File: config.mk
export PLATFORM = sky130hd
export DESIGN_NAME = vram_arbiter
export DESIGN_NICKNAME = d
export VERILOG_FILES = /design/src/rtl/vram_arbiter.sv
export SDC_FILE = /design/constraint.sdc
export NUM_CORES = 1
export LEC_CHECK = 0
export BUFFER_PORTS_ARGS = -buffer_cell sky130_fd_sc_hd__buf_2
export CAP_MARGIN = 20
export CORE_MARGIN = 2
export CORE_UTILIZATION = 45
export CTS_CLUSTER_DIAMETER = 50
export DETAILED_ROUTE_END_ITERATION = 10
export PLACE_DENSITY = 0.71
export SLEW_MARGIN = 10
export SYNTH_ARGS = -nofsm -noshare
export SYNTH_HDL_FRONTEND = slang
export SYNTH_SLANG_ARGS = --single-unit
export TNS_END_PERCENT = 100
File: constraint.sdc
create_clock -name CLK -period 6.1 [get_ports CLK]
set_input_delay 1.22 -clock CLK [delete_from_list [all_inputs] [get_ports CLK]]
set_output_delay 1.22 -clock CLK [all_outputs]
set_load 0.01 [all_outputs]
File: src/rtl/vram_arbiter.sv
// Video RAM arbiter: hard-scheduled display fetch slots plus a REQ/ACK CPU port
// sharing one single-port, 1-cycle-latency VRAM; unpacks words into a pixel stream.
module vram_arbiter #(
  parameter int W    = 640,
  parameter int H    = 480,
  parameter int BPP  = 2,
  parameter int DW   = 16,
  parameter int AW   = 16,
  parameter int BASE = 0
) (
  input  logic                 CLK,
  input  logic                 RST_,
  input  logic [$clog2(W)-1:0] X,
  input  logic [$clog2(H)-1:0] Y,
  input  logic                 HB,
  input  logic                 VB,
  output logic [BPP-1:0]       PIX,
  output logic                 DE,
  input  logic                 C_REQ,
  input  logic                 C_WE,
  input  logic [AW-1:0]        C_ADDR,
  input  logic [DW-1:0]        C_WDATA,
  output logic                 C_ACK,
  output logic [DW-1:0]        C_RDATA,
  output logic                 M_EN,
  output logic                 M_WE,
  output logic [AW-1:0]        M_ADDR,
  output logic [DW-1:0]        M_WDATA,
  input  logic [DW-1:0]        M_RDATA
);

  // state   | meaning
  // IDLE    | free; a CPU request is issued here when no display slot is active
  // WAIT    | VRAM returns the CPU read data; captured into C_RDATA
  // ACK     | C_ACK high for one cycle; C_REQ ignored
  typedef enum logic [1:0] {S_IDLE, S_WAIT, S_ACK} cpu_state_t;

  localparam int XW  = $clog2(W);
  localparam int YW  = $clog2(H);
  localparam int PPW = DW / BPP;
  localparam int PSH = $clog2(PPW);
  localparam int WPL = W / PPW;

  localparam logic [XW-1:0]     X_LINE    = XW'(W);
  localparam logic [YW-1:0]     Y_LAST    = YW'(H - 1);
  localparam logic [AW-1:0]     BASE_A    = AW'(BASE);
  localparam logic [AW-1:0]     WPL_A     = AW'(WPL);
  localparam logic [XW-PSH:0]   WORD_LAST = (XW-PSH+1)'(WPL - 1);
  localparam logic [PSH-1:0]    SUB_LAST  = '1;

  cpu_state_t        state;
  logic [PSH-1:0]    xsub;
  logic [XW-PSH-1:0] xword;
  logic              active;
  logic              line_slot;
  logic              word_slot;
  logic              cpu_issue;
  logic [AW-1:0]     row;
  logic [AW-1:0]     nrow;
  logic [DW-1:0]     cur;
  logic [DW-1:0]     nxt;
  logic              valid;
  logic              line_tag;
  logic              word_tag;
  logic              we_q;

  assign xsub      = X[PSH-1:0];
  assign xword     = X[XW-1:PSH];
  assign active    = !HB && !VB;
  assign line_slot = HB && (X == X_LINE);
  assign word_slot = active && (xsub == '0) && ({1'b0, xword} < WORD_LAST);
  assign nrow      = (Y >= Y_LAST) ? BASE_A : row + WPL_A;
  assign cpu_issue = (state == S_IDLE) && C_REQ && !line_slot && !word_slot;

  // The strobe is held off while reset is asserted so no access leaks out of reset.
  always_comb begin
    M_EN    = 1'b0;
    M_WE    = 1'b0;
    M_ADDR  = '0;
    M_WDATA = '0;
    if (RST_) begin
      if (line_slot) begin
        M_EN   = 1'b1;
        M_ADDR = nrow;
      end else if (word_slot) begin
        M_EN   = 1'b1;
        M_ADDR = row + AW'(xword) + AW'(1);
      end else if (cpu_issue) begin
        M_EN    = 1'b1;
        M_WE    = C_WE;
        M_ADDR  = C_ADDR;
        M_WDATA = C_WE ? C_WDATA : '0;
      end
    end
  end

  always_ff @(posedge CLK or negedge RST_) begin
    if (!RST_) begin
      row      <= BASE_A;
      cur      <= '0;
      nxt      <= '0;
      valid    <= 1'b0;
      line_tag <= 1'b0;
      word_tag <= 1'b0;
      PIX      <= '0;
      DE       <= 1'b0;
    end else begin
      line_tag <= line_slot;
      word_tag <= word_slot;
      if (line_slot)
        row <= nrow;
      if (active && (xsub == SUB_LAST))
        cur <= nxt;
      // Returns never coincide with a shift: line data lands in blanking and
      // word data lands one pixel into the word.
      if (line_tag) begin
        cur   <= M_RDATA;
        valid <= 1'b1;
      end
      if (word_tag)
        nxt <= M_RDATA;
      DE  <= active;
      PIX <= (active && valid) ? cur[xsub*BPP +: BPP] : '0;
    end
  end

  always_ff @(posedge CLK or negedge RST_) begin
    if (!RST_) begin
      state   <= S_IDLE;
      C_ACK   <= 1'b0;
      C_RDATA <= '0;
      we_q    <= 1'b0;
    end else begin
      case (state)
        S_IDLE: begin
          C_ACK <= 1'b0;
          if (cpu_issue) begin
            we_q  <= C_WE;
            state <= S_WAIT;
          end
        end
        S_WAIT: begin
          if (!we_q)
            C_RDATA <= M_RDATA;
          C_ACK <= 1'b1;
          state <= S_ACK;
        end
        S_ACK: begin
          C_ACK <= 1'b0;
          state <= S_IDLE;
        end
        default: begin
          C_ACK <= 1'b0;
          state <= S_IDLE;
        end
      endcase
    end
  end

endmodule

==> tab_implementation.tex <==
\begin{tabular}{lr}
\hline
Metric & Value \\
\hline
\multicolumn{2}{l}{\textbf{Status}} \\
Outcome & complete, no violations \\
\multicolumn{2}{l}{\textbf{Clock tree}} \\
Clk buf depth & 2 \\
H-tree levels & 3 \\
Cts repair resizes & 0 \\
Clock network latency to the later pin of the worst-skew pair & 0.34 ns \\
TritonCTS Sinks & 74 \\
\# hold bufs at CTS & 0 \\
TritonCTS clock tree & done \\
CTS clock-pin slew for the worst setup and hold paths & 0.08 ns \\
Number of buffers created by CTS & 9 \\
Root Buffer & sky130\_fd\_sc\_hd\_\_clkbuf\_8 \\
Setup bufs post-CTS & 0 \\
\multicolumn{2}{l}{\textbf{Timing}} \\
Tightest Pin Transition & 0.956 ns \\
Total setup violations reported at the end of the flow & 0 \\
Final worst clock skew & 0.0102 ns \\
Max Fclk & 210 MHz \\
Number of endpoints with negative hold slack in the final report & 0 \\
Setup total negative slack & 0 ns \\
Period Utilization, post-route & 0.779 \\
Final min period & 4.75 ns \\
Final-report max-slew violation count & 0 \\
Remaining max-slew budget at the tightest pin & 0.363 \\
Setup repair after global routing missed its margin & false \\
\multicolumn{2}{l}{\textbf{Synth}} \\
Nets in the synthesized netlist & 478 \\
Most used flip-flop cell after synthesis & sky130\_fd\_sc\_hd\_\_dfrtp\_1 \\
Synthesis warning total & 0 \\
Netlist cell types & 58 \\
Sequential-to-total area share from yosys stat & 0.447 \\
Post-synth ARST share & 1.00 \\
Cells after synthesis & 396 \\
Synth cell count leaders & sky130\_fd\_sc\_hd\_\_dfrtp\_1 (74), sky130\_fd\_sc\_hd\_\_mux2\_2 (33), sky130\_fd\_sc\_hd\_\_nand2\_1 (31) \\
Number of flops mapped to enable cells by yosys & 0 \\
Post-synthesis instance area & 4140 sq um \\
Most used standard cell by instance count after synthesis & sky130\_fd\_sc\_hd\_\_dfrtp\_1 \\
Cell type with the highest aggregate area in the netlist & sky130\_fd\_sc\_hd\_\_dfrtp\_1 \\
Cell types occupying the most area after synthesis & sky130\_fd\_sc\_hd\_\_dfrtp\_1 (45\%), sky130\_fd\_sc\_hd\_\_mux2\_2 (9.0\%), sky130\_fd\_sc\_hd\_\_mux2i\_1 (4.8\%) \\
Number of synthesized register bits & 74 \\
Area share of the largest cell type after synthesis & 0.447 \\
Avg Cell Area, Syn & 10.5 sq um \\
\multicolumn{2}{l}{\textbf{GRT}} \\
Combined global-route utilization of all metal layers & 0.211 \\
Vias in the first global route & 3522 \\
Total grt overflow & 0 \\
Number of antenna violations at the first check in global routing & 0 \\
Largest net degree at the start of global routing & 44 \\
Wire length of the first global-routing pass & 16.8 mm \\
\multicolumn{2}{l}{\textbf{Min path}} \\
Worst Hold Launch & state[1] \\
Path category of the worst min-delay check & flop to flop \\
Count of cells along the worst hold path & 1 \\
Worst Hold End & state[1] \\
\multicolumn{2}{l}{\textbf{Worst setup path}} \\
Critical path launch point type & input port \\
R2r startpoint & state[0] \\
Worst Setup End Kind & primary output \\
Data arrival time at the worst-slack endpoint & 3.53 ns \\
Logic depth of the worst register-to-register path & 4 \\
Reg-to-reg setup timing slack & 3.91 ns \\
Largest fanout of any net on the critical path & 21 \\
Setup Crit Path Kind & input port to primary output \\
Reg-to-Reg End & we\_q \\
Required time at the worst-slack endpoint & 4.88 ns \\
\multicolumn{2}{l}{\textbf{Detailed routing}} \\
Number of violations reported at the end of detailed-routing iteration 0 & 173 \\
Vias post-DR & 3537 \\
Wire length per cell & 16.4 um \\
Wirelength, routed & 10.3 mm \\
Remaining routing DRC violations & 0 \\
Detailed-router iteration count before antenna repair & 5 \\
Antenna violation net count after detailed routing & 0 \\
Avg Vias per Cell & 5.62 \\
\multicolumn{2}{l}{\textbf{Cells and area}} \\
Sequential cell area & 1850 sq um \\
Area growth syn-to-layout & 21.6\% \\
Fin util & 0.556 \\
Net total in the final layout & 595 \\
Area of combinational cells with multiple inputs & 2160 sq um \\
Share of layout cells above drive strength 1 & 0.367 \\
Antenna diodes & 0 \\
Non-filler instance count after layout & 629 \\
Fillers & 825 \\
\multicolumn{2}{l}{\textbf{Pwr}} \\
Total Power Consumption & 1.49 mW \\
Cell Pwr Density & 295 nW/um\^{}2 \\
Leakage & 2.34 nW \\
Worst vdd ir & 0.213 mV \\
\multicolumn{2}{l}{\textbf{Floorplan}} \\
Height of the chip & 100 um \\
Die Area & 9990 sq um \\
Core Box Area & 9060 sq um \\
Number of top-level design ports & 127 \\
Rows & 35 \\
Die Span X & 100 um \\
Starting utilization of the core area & 0.457 \\
\multicolumn{2}{l}{\textbf{Placed design}} \\
Gpl congestion & 0.908 \\
Cells after DPL & 612 \\
HPWL after DPL & 7.67 mm \\
Number of buffers inserted by port buffering & 126 \\
\multicolumn{2}{l}{\textbf{Run}} \\
Max-cap violations & 0 \\
\hline
\end{tabular}
[worst max path at each step]
stage               slack, ns  from          to
global placement         1.45  X[4]  M_ADDR[11]
floorplan                1.99  X[3]  M_ADDR[12]
CTS                      1.41  X[4]  M_ADDR[11]
finish                   1.35  X[4]  M_ADDR[11]
global route             1.24  X[4]  M_ADDR[11]
detailed placement       1.42  X[4]  M_ADDR[11]
[placed cells by master, fill, tap and decap left out, types with 8 or more instances in the layout]
cell | synthesis | final
sky130_fd_sc_hd__nand2_1 | 31 | 31
sky130_fd_sc_hd__o21ai_0 | 28 | 28
sky130_fd_sc_hd__nor3_1 | 9 | 9
sky130_fd_sc_hd__buf_2 | 4 | 125
sky130_fd_sc_hd__and2_1 | 20 | 20
sky130_fd_sc_hd__ha_1 | 8 | 8
sky130_fd_sc_hd__mux2i_1 | 20 | 20
sky130_fd_sc_hd__nor2_1 | 22 | 22
sky130_fd_sc_hd__dfrtp_1 | 74 | 74
sky130_fd_sc_hd__xnor2_1 | 9 | 9
sky130_fd_sc_hd__clkbuf_8 | 0 | 10
sky130_fd_sc_hd__a21oi_1 | 13 | 13
sky130_fd_sc_hd__mux2_2 | 33 | 33
sky130_fd_sc_hd__nand4_1 | 10 | 10
[state kept, by name (all words and copies together), names as in the netlist, 2 cells and up]
register  count
row          16
cur          16
C_RDATA      16
PIX           2
state         2
nxt          16
[power breakdown]
part / total [mW] / switching [mW] / internal (mW)
sequential: 0.665 / 0.0565 / 0.608
clock: 0.385 / 0.183 / 0.202
combinational: 0.437 / 0.211 / 0.226
total: 1.49 / 0.450 / 1.04
[logic make-up after synthesis]
| group | share of synthesized area |
|---|---|
| AND/OR/NAND/NOR | 0.149 |
| XOR/XNOR | 0.0338 |
| buffers and inverters | 0.0329 |
| adder cells (fa/ha/maj) | 0.0290 |
| AO/OA/AOI/OAI | 0.149 |
| flip-flops | 0.447 |
| multiplexers | 0.160 |
[routing by layer]
metal / routed length [um] / GRT usage / vias up
li1: - / - / 1693
met5: 0 / 0 / -
met1: 4270 / 0.259 / 1673
met3: 728 / 0.0564 / 27
met2: 5070 / 0.359 / 144
met4: 264 / 0.0790 / 0
[critical path: stages]
cell and delay, ns:
sky130_fd_sc_hd__buf_2 0.13, sky130_fd_sc_hd__or4_1 0.60, sky130_fd_sc_hd__or3_4 0.51, sky130_fd_sc_hd__nor2_4 0.49, sky130_fd_sc_hd__a22oi_1 0.14, sky130_fd_sc_hd__a31oi_1 0.26
sky130_fd_sc_hd__buf_2 0.19
[per-stage QoR]
step / setup WS [ns] / hold WS [ns] / cell area (sq um)
6_report: 1.35 / 0.461 / 5040
4_1_cts: 1.41 / 0.467 / 5030
3_3_place_gp: 1.45 / 0.440 / 4820
2_1_floorplan: 1.99 / 0.426 / 4140
5_1_grt: 1.24 / 0.505 / 5040
3_5_place_dp: 1.42 / 0.454 / 4820
[layout make-up]
type / instances / area share
Tap cell: 111 / 0.0276
Clock inverter: 5 / 0.0124
Timing Repair Buffer: 129 / 0.131
Clock buffer: 11 / 0.0281
Inverter: 6 / 0.00447
Sequential cell: 74 / 0.367
Multi-Input combinational cell: 293 / 0.429
Power figures use the tool's default switching activity.
